==> src/rtl/jk_excitation_driver_if.sv <==
// rtl/jk_excitation_driver_if.sv - target-word handshake between pattern source and JK excitation driver
interface jk_excitation_driver_if #(
    parameter int WIDTH = 4
);
    logic             tgt_valid;
    logic [WIDTH-1:0] tgt_data;
    logic             prefer_toggle;
    logic             tgt_ready;

    // Pattern source side: offers target words
    modport master (
        output tgt_valid,
        output tgt_data,
        output prefer_toggle,
        input  tgt_ready
    );

    // Driver side: accepts target words
    modport slave (
        input  tgt_valid,
        input  tgt_data,
        input  prefer_toggle,
        output tgt_ready
    );
endinterface

==> src/rtl/jk_excitation_driver.sv <==
// rtl/jk_excitation_driver.sv - drives a bank of external JK flip-flops to a target word with retry
module jk_excitation_driver #(
    parameter int WIDTH     = 4,
    parameter int MAX_RETRY = 3
) (
    input  logic                  clock,
    input  logic                  rst,
    jk_excitation_driver_if.slave tgt,
    output logic [WIDTH-1:0]      j,
    output logic [WIDTH-1:0]      k,
    input  logic [WIDTH-1:0]      q_fb,
    output logic                  busy,
    output logic                  done,
    output logic                  err,
    output logic [WIDTH-1:0]      fail_mask
);

    typedef enum logic [1:0] {
        IDLE  = 2'd0,
        DRIVE = 2'd1,
        CHECK = 2'd2
    } state_t;

    localparam logic [3:0] RETRY_LIMIT = 4'(MAX_RETRY);

    state_t           state_q, state_d;
    logic [WIDTH-1:0] j_q, j_d;
    logic [WIDTH-1:0] k_q, k_d;
    logic             done_q, done_d;
    logic             err_q, err_d;
    logic [WIDTH-1:0] fail_q, fail_d;
    logic [3:0]       attempt_q, attempt_d;
    logic [WIDTH-1:0] target_q, target_d;
    logic             policy_q, policy_d;

    // Per-bit excitation: HOLD where Q already matches, else TOGGLE or SET/RESET
    function automatic logic [2*WIDTH-1:0] excite(
        input logic [WIDTH-1:0] q,
        input logic [WIDTH-1:0] t,
        input logic             toggle
    );
        logic [WIDTH-1:0] jv;
        logic [WIDTH-1:0] kv;
        logic [WIDTH-1:0] diff;
        diff = q ^ t;
        if (toggle) begin
            jv = diff;
            kv = diff;
        end else begin
            jv = diff & t;
            kv = diff & ~t;
        end
        return {jv, kv};
    endfunction

    // Next-state and registered-output computation; j/k default to HOLD
    always_comb begin
        state_d   = state_q;
        j_d       = '0;
        k_d       = '0;
        done_d    = 1'b0;
        err_d     = 1'b0;
        fail_d    = fail_q;
        attempt_d = attempt_q;
        target_d  = target_q;
        policy_d  = policy_q;
        unique case (state_q)
            IDLE: begin
                if (tgt.tgt_valid) begin
                    target_d   = tgt.tgt_data;
                    policy_d   = tgt.prefer_toggle;
                    attempt_d  = '0;
                    fail_d     = '0;
                    {j_d, k_d} = excite(q_fb, tgt.tgt_data, tgt.prefer_toggle);
                    state_d    = DRIVE;
                end
            end
            DRIVE: begin
                state_d = CHECK;
            end
            CHECK: begin
                if (q_fb == target_q) begin
                    done_d  = 1'b1;
                    state_d = IDLE;
                end else if (attempt_q < RETRY_LIMIT) begin
                    attempt_d  = attempt_q + 4'd1;
                    {j_d, k_d} = excite(q_fb, target_q, policy_q);
                    state_d    = DRIVE;
                end else begin
                    err_d   = 1'b1;
                    fail_d  = q_fb ^ target_q;
                    state_d = IDLE;
                end
            end
            default: begin
                state_d = IDLE;
            end
        endcase
    end

    // State and output registers; reset forces HOLD onto the bank immediately
    always_ff @(posedge clock or posedge rst) begin
        if (rst) begin
            state_q   <= IDLE;
            j_q       <= '0;
            k_q       <= '0;
            done_q    <= 1'b0;
            err_q     <= 1'b0;
            fail_q    <= '0;
            attempt_q <= '0;
            target_q  <= '0;
            policy_q  <= 1'b0;
        end else begin
            state_q   <= state_d;
            j_q       <= j_d;
            k_q       <= k_d;
            done_q    <= done_d;
            err_q     <= err_d;
            fail_q    <= fail_d;
            attempt_q <= attempt_d;
            target_q  <= target_d;
            policy_q  <= policy_d;
        end
    end

    assign tgt.tgt_ready = (state_q == IDLE);
    assign busy          = (state_q != IDLE);
    assign j             = j_q;
    assign k             = k_q;
    assign done          = done_q;
    assign err           = err_q;
    assign fail_mask     = fail_q;

endmodule

==> src/flat_wrapper.sv <==
// flat-port wrapper written by rule: the top's interface ports become plain ports
module jk_excitation_driver_flat 
#(
    parameter int WIDTH     = 4,
    parameter int MAX_RETRY = 3
)
  (clock, rst, j, k, q_fb, busy, done, err, fail_mask, tgt_tgt_valid, tgt_tgt_data, tgt_prefer_toggle, tgt_tgt_ready);
  jk_excitation_driver_if #(.WIDTH(WIDTH)) tgt_i ();
  input  logic clock;
  input  logic rst;
  output logic [WIDTH-1:0] j;
  output logic [WIDTH-1:0] k;
  input  logic [WIDTH-1:0] q_fb;
  output logic busy;
  output logic done;
  output logic err;
  output logic [WIDTH-1:0] fail_mask;
  input wire logic [$bits(tgt_i.tgt_valid)-1:0] tgt_tgt_valid;
  input wire logic [$bits(tgt_i.tgt_data)-1:0] tgt_tgt_data;
  input wire logic [$bits(tgt_i.prefer_toggle)-1:0] tgt_prefer_toggle;
  output wire logic [$bits(tgt_i.tgt_ready)-1:0] tgt_tgt_ready;
  assign tgt_i.tgt_valid = tgt_tgt_valid;
  assign tgt_i.tgt_data = tgt_tgt_data;
  assign tgt_i.prefer_toggle = tgt_prefer_toggle;
  assign tgt_tgt_ready = tgt_i.tgt_ready;
  jk_excitation_driver #(.WIDTH(WIDTH), .MAX_RETRY(MAX_RETRY)) u_core (.clock(clock), .rst(rst), .tgt(tgt_i), .j(j), .k(k), .q_fb(q_fb), .busy(busy), .done(done), .err(err), .fail_mask(fail_mask));
endmodule
==> config.mk <==
export PLATFORM = sky130hd
export DESIGN_NAME = jk_excitation_driver_flat
export DESIGN_NICKNAME = d
export VERILOG_FILES = /design/src/rtl/jk_excitation_driver_if.sv /design/src/rtl/jk_excitation_driver.sv /design/src/flat_wrapper.sv
export SDC_FILE = /design/constraint.sdc
export NUM_CORES = 1
export LEC_CHECK = 0
export BUFFER_PORTS_ARGS = -buffer_cell sky130_fd_sc_hd__buf_2
export CELL_PAD_IN_SITES_DETAIL_PLACEMENT = 0
export CELL_PAD_IN_SITES_GLOBAL_PLACEMENT = 1
export CORE_UTILIZATION = 44
export DETAILED_ROUTE_END_ITERATION = 7
export GPL_TIMING_DRIVEN = 1
export PLACE_DENSITY = 0.95
export RECOVER_POWER = 100
export REMOVE_ABC_BUFFERS = 1
export SYNTH_ARGS = -nofsm -noshare
export SYNTH_HDL_FRONTEND = slang
export SYNTH_SLANG_ARGS = --single-unit
==> constraint.sdc <==
create_clock -name clock -period 2.63 [get_ports clock]
set_clock_uncertainty 0.05 [all_clocks]
set_input_delay 0.263 -clock clock [delete_from_list [all_inputs] [get_ports clock]]
set_output_delay 0.263 -clock clock [all_outputs]
set_load 0.01 [all_outputs]
==> results_dict.tcl <==
set metrics [dict create \
    status "finished, violations left" \
    violations_in_the_final_reports "DRC" \
    worst-endpoint-required_ns 2.82 \
    critPathMaxStageDelay_ns 0.50 \
    critical_path.cell_chain "ha_1 -> nor3_1 -> nand3_1 -> o22ai_1" \
    grt_remaining_overflow 0 \
    worstPathMaxFanout 11 \
    timing.final.setup_violations 0 \
    worst_hold_path_type "in -> async" \
    die-area_um2 3259 \
    finish.net_count 188 \
    routed_vias 1017 \
    unrepaired_setup_endpoints_after_global_routing "no" \
    placeableCoreArea_um2 2805 \
    routed_via_density 5.381 \
    synthCells 133 \
    synth_most_common_cell "sky130_fd_sc_hd__dfrtp_1" \
    power-per-cell-area_nw_per_um2 835.8 \
    synthDominantCellAreaShare 0.4686 \
    totalWireLength_um 2440 \
    diodes 0 \
    gr-usage-met3 0.02721 \
    finalCritPeriodShare 0.8021 \
    synth_seq_cells 25 \
    avgSynthCellArea_um2 10.04 \
    start_util 0.4759 \
    instances_no_fill 189 \
    postLayoutSetupSlackWorst_ns 0.5206 \
    clkSlewWorstSetupHoldPaths_ns 0.14 \
    die_width_um 57.09 \
    detail_route.drc_violations 2 \
    muxShareOfSynthArea 0.01500 \
    portbufs 27 \
    maximum_frequency_from_static_timing_analysis_mhz 474.1 \
    place.detailed.instances 185 \
    synth-seq-area-share 0.4686 \
    synthToLayoutAreaGrowth_pct 9.653 \
    gp_congestion 0.7325 \
    number_of_synthesized_flops_with_an_enable_pin 0 \
    synthSimpleGateAreaFrac 0.1406 \
    synth-main-ff-cell "sky130_fd_sc_hd__dfrtp_1" \
    pin_count 28 \
    tritoncts "yes" \
    cts_resized 0 \
    synth_compound_area_frac 0.1387 \
    netlist_area_um2 1335 \
    leakage_nw 0.7733 \
    top_usage_layer "met2" \
    worstSkewPairLatency_ns 0.32 \
    synth_top_family_by_area "adder cells" \
    maxCapViolations 0 \
    critical_path.slowest_cell "sky130_fd_sc_hd__nor3_1" \
    grt_pass1_vias 1008 \
    setup_tns_ns 0 \
    slew_headroom 0.3739 \
    grt_start_max_net_pins 26 \
    dpl.hpwl_um 1808 \
    dp_worst_setup_slack_ns 0.8886 \
    synth_fa_ha_area_frac 0.1593 \
    drt-pass1-iter-count 6 \
    irDropWorstVdd_uv 370.7 \
    initialDrtViolationCount 17 \
    crit_type "reg -> reg" \
    post_cts_hold_buffer_count 0 \
    ys_top_cells_by_area "sky130_fd_sc_hd__dfrtp_1, sky130_fd_sc_hd__ha_1, sky130_fd_sc_hd__inv_1" \
    root_buffer "sky130_fd_sc_hd__clkbuf_4" \
    post_drt_wl_per_cell_um 12.91 \
    timing.critical_path.arrival_ns 2.30 \
    global_route_wire_length_before_repair_um 4243 \
    number_of_nets_still_failing_antenna_checks_after_routing 0 \
    use_met2 0.3076 \
    report.final.slew_viol_count 0 \
    cts_inserted_buffers 3 \
    postSynth.asyncResetShare 1.000 \
    netlist-cell-type-count 27 \
    critical_path.endpoint_type "register" \
    clk_path_buf_depth 2 \
    die_height_um 57.09 \
    rows 19 \
    worst_setup_path_start_kind "register" \
    post_route_cells_drive_above_1_share 0.1139 \
    synth_xor_xnor_area_share 0 \
    grt.met1_usage 0.1947 \
    ys_warn_count 0 \
    synth.largest_area_cell "sky130_fd_sc_hd__dfrtp_1" \
    finalWorstPathRequiredPeriod_ns 2.109 \
    postCtsSetupRepairBufs 0 \
    final.hold.worst_slack_ns 0.07953 \
    grt_usage 0.1657 \
    tightestPinTransition_ns 0.9381 \
    cts_sinks 25 \
    h-tree-depth 1 \
    synth.cells.most_frequent "sky130_fd_sc_hd__dfrtp_1, sky130_fd_sc_hd__ha_1, sky130_fd_sc_hd__inv_1, sky130_fd_sc_hd__nand2_1" \
    report.final.hold_viol_count 0 \
    antenna_found_initial 0 \
]
-- metal layers --
metal,vias up,wire [um]
met2,24,1180
met4,0,36
met5,-,0
li1,494,-
met3,5,118
met1,494,1103
-- flip-flops by register name (all words and copies together), names as in the netlist --
| name | count |
|---|---|
| u_core.attempt_q | 4 |
| u_core.done | 1 |
| u_core.err | 1 |
| u_core.fail_mask | 4 |
| u_core.j | 4 |
| u_core.k | 4 |
| u_core.policy_q | 1 |
| u_core.state_q | 2 |
| u_core.target_q | 4 |
-- layout by cell type, fill, tap and decap left out --
cell / instances
sky130_fd_sc_hd__dfrtp_1: 25
sky130_fd_sc_hd__inv_1: 17
sky130_fd_sc_hd__ha_1: 17
sky130_fd_sc_hd__clkbuf_1: 17
sky130_fd_sc_hd__nand2_1: 11
sky130_fd_sc_hd__buf_2: 11
sky130_fd_sc_hd__o21ai_0: 9
sky130_fd_sc_hd__a21oi_1: 8
sky130_fd_sc_hd__o22ai_1: 8
sky130_fd_sc_hd__nor3_1: 5
sky130_fd_sc_hd__nor2b_1: 5
sky130_fd_sc_hd__nor2_1: 5
sky130_fd_sc_hd__a31o_2: 3
sky130_fd_sc_hd__clkbuf_4: 3
sky130_fd_sc_hd__a21o_1: 2
sky130_fd_sc_hd__mux2i_1: 2
sky130_fd_sc_hd__and2b_1: 1
sky130_fd_sc_hd__nand4_1: 1
sky130_fd_sc_hd__nand3b_1: 1
sky130_fd_sc_hd__or3b_1: 1
sky130_fd_sc_hd__nand2b_1: 1
sky130_fd_sc_hd__a31o_1: 1
sky130_fd_sc_hd__nand3_1: 1
sky130_fd_sc_hd__and2_1: 1
sky130_fd_sc_hd__or2_2: 1
sky130_fd_sc_hd__and2_0: 1
-- through the flow --
stage               cell area [um^2]  total power, mW  utilization
floorplan                       1295           0.9138            -
global placement                1469            1.064       0.5236
detailed placement              1469            1.088       0.5236
CTS                             1495            1.255       0.5330
global route                    1464            1.328       0.5219
finish                          1464            1.224       0.5219
-- worst paths after layout --
check | start | to | slack [ns] | cells after the start
worst max register to register | u_core.attempt_q[0]$_DFFE_PP0P_ | u_core.k[0]$_DFF_PP0_ | 0.52 | 4
max in group asynchronous | rst | u_core.fail_mask[3]$_DFFE_PP0P_ | 1.87 | 2
worst max-delay path | u_core.attempt_q[0]$_DFFE_PP0P_ | u_core.k[0]$_DFF_PP0_ | 0.52 | 4
worst min register to register | u_core.state_q[1]$_DFFE_PP0P_ | u_core.state_q[1]$_DFFE_PP0P_ | 0.45 | 1
worst min-delay path | rst | u_core.attempt_q[1]$_DFFE_PP0P_ | 0.08 | 2
min in group clock | tgt_tgt_data[3] | u_core.target_q[3]$_DFFE_PP0P_ | 0.17 | 3
-- report_power, final --
part	total, mW	leakage [nW]	internal, mW	switching [mW]
combinational	0.483	0.426	0.185	0.297
sequential	0.570	0.332	0.496	0.0746
clock	0.171	0.0150	0.0593	0.111
-- critical path, delay by kind of cell (launching register included) --
kind,cells,cell delay [ns]
fa+ha+maj,1,0.22
flops,1,0.43
compound gates,1,0.32
simple gates,2,1.00
-- logic make-up (layout without fill, tap and decap cells) --
logic type	Yosys count	after routing
simple gates	35	35
fa+ha+maj	17	17
mux	2	2
buf+inv	23	48
compound gates	31	31
flops	25	25
-- cell type report --
class | count | area (um^2)
tap | 31 | 38.79
fill | 269 | 1341
inverter | 17 | 63.81
multi-input combinational | 85 | 594.3
timing repair buffer | 27 | 115.1
clock buffer | 4 | 26.28
sequential | 25 | 625.6
No activity file was read; power rests on OpenSTA's default activity.
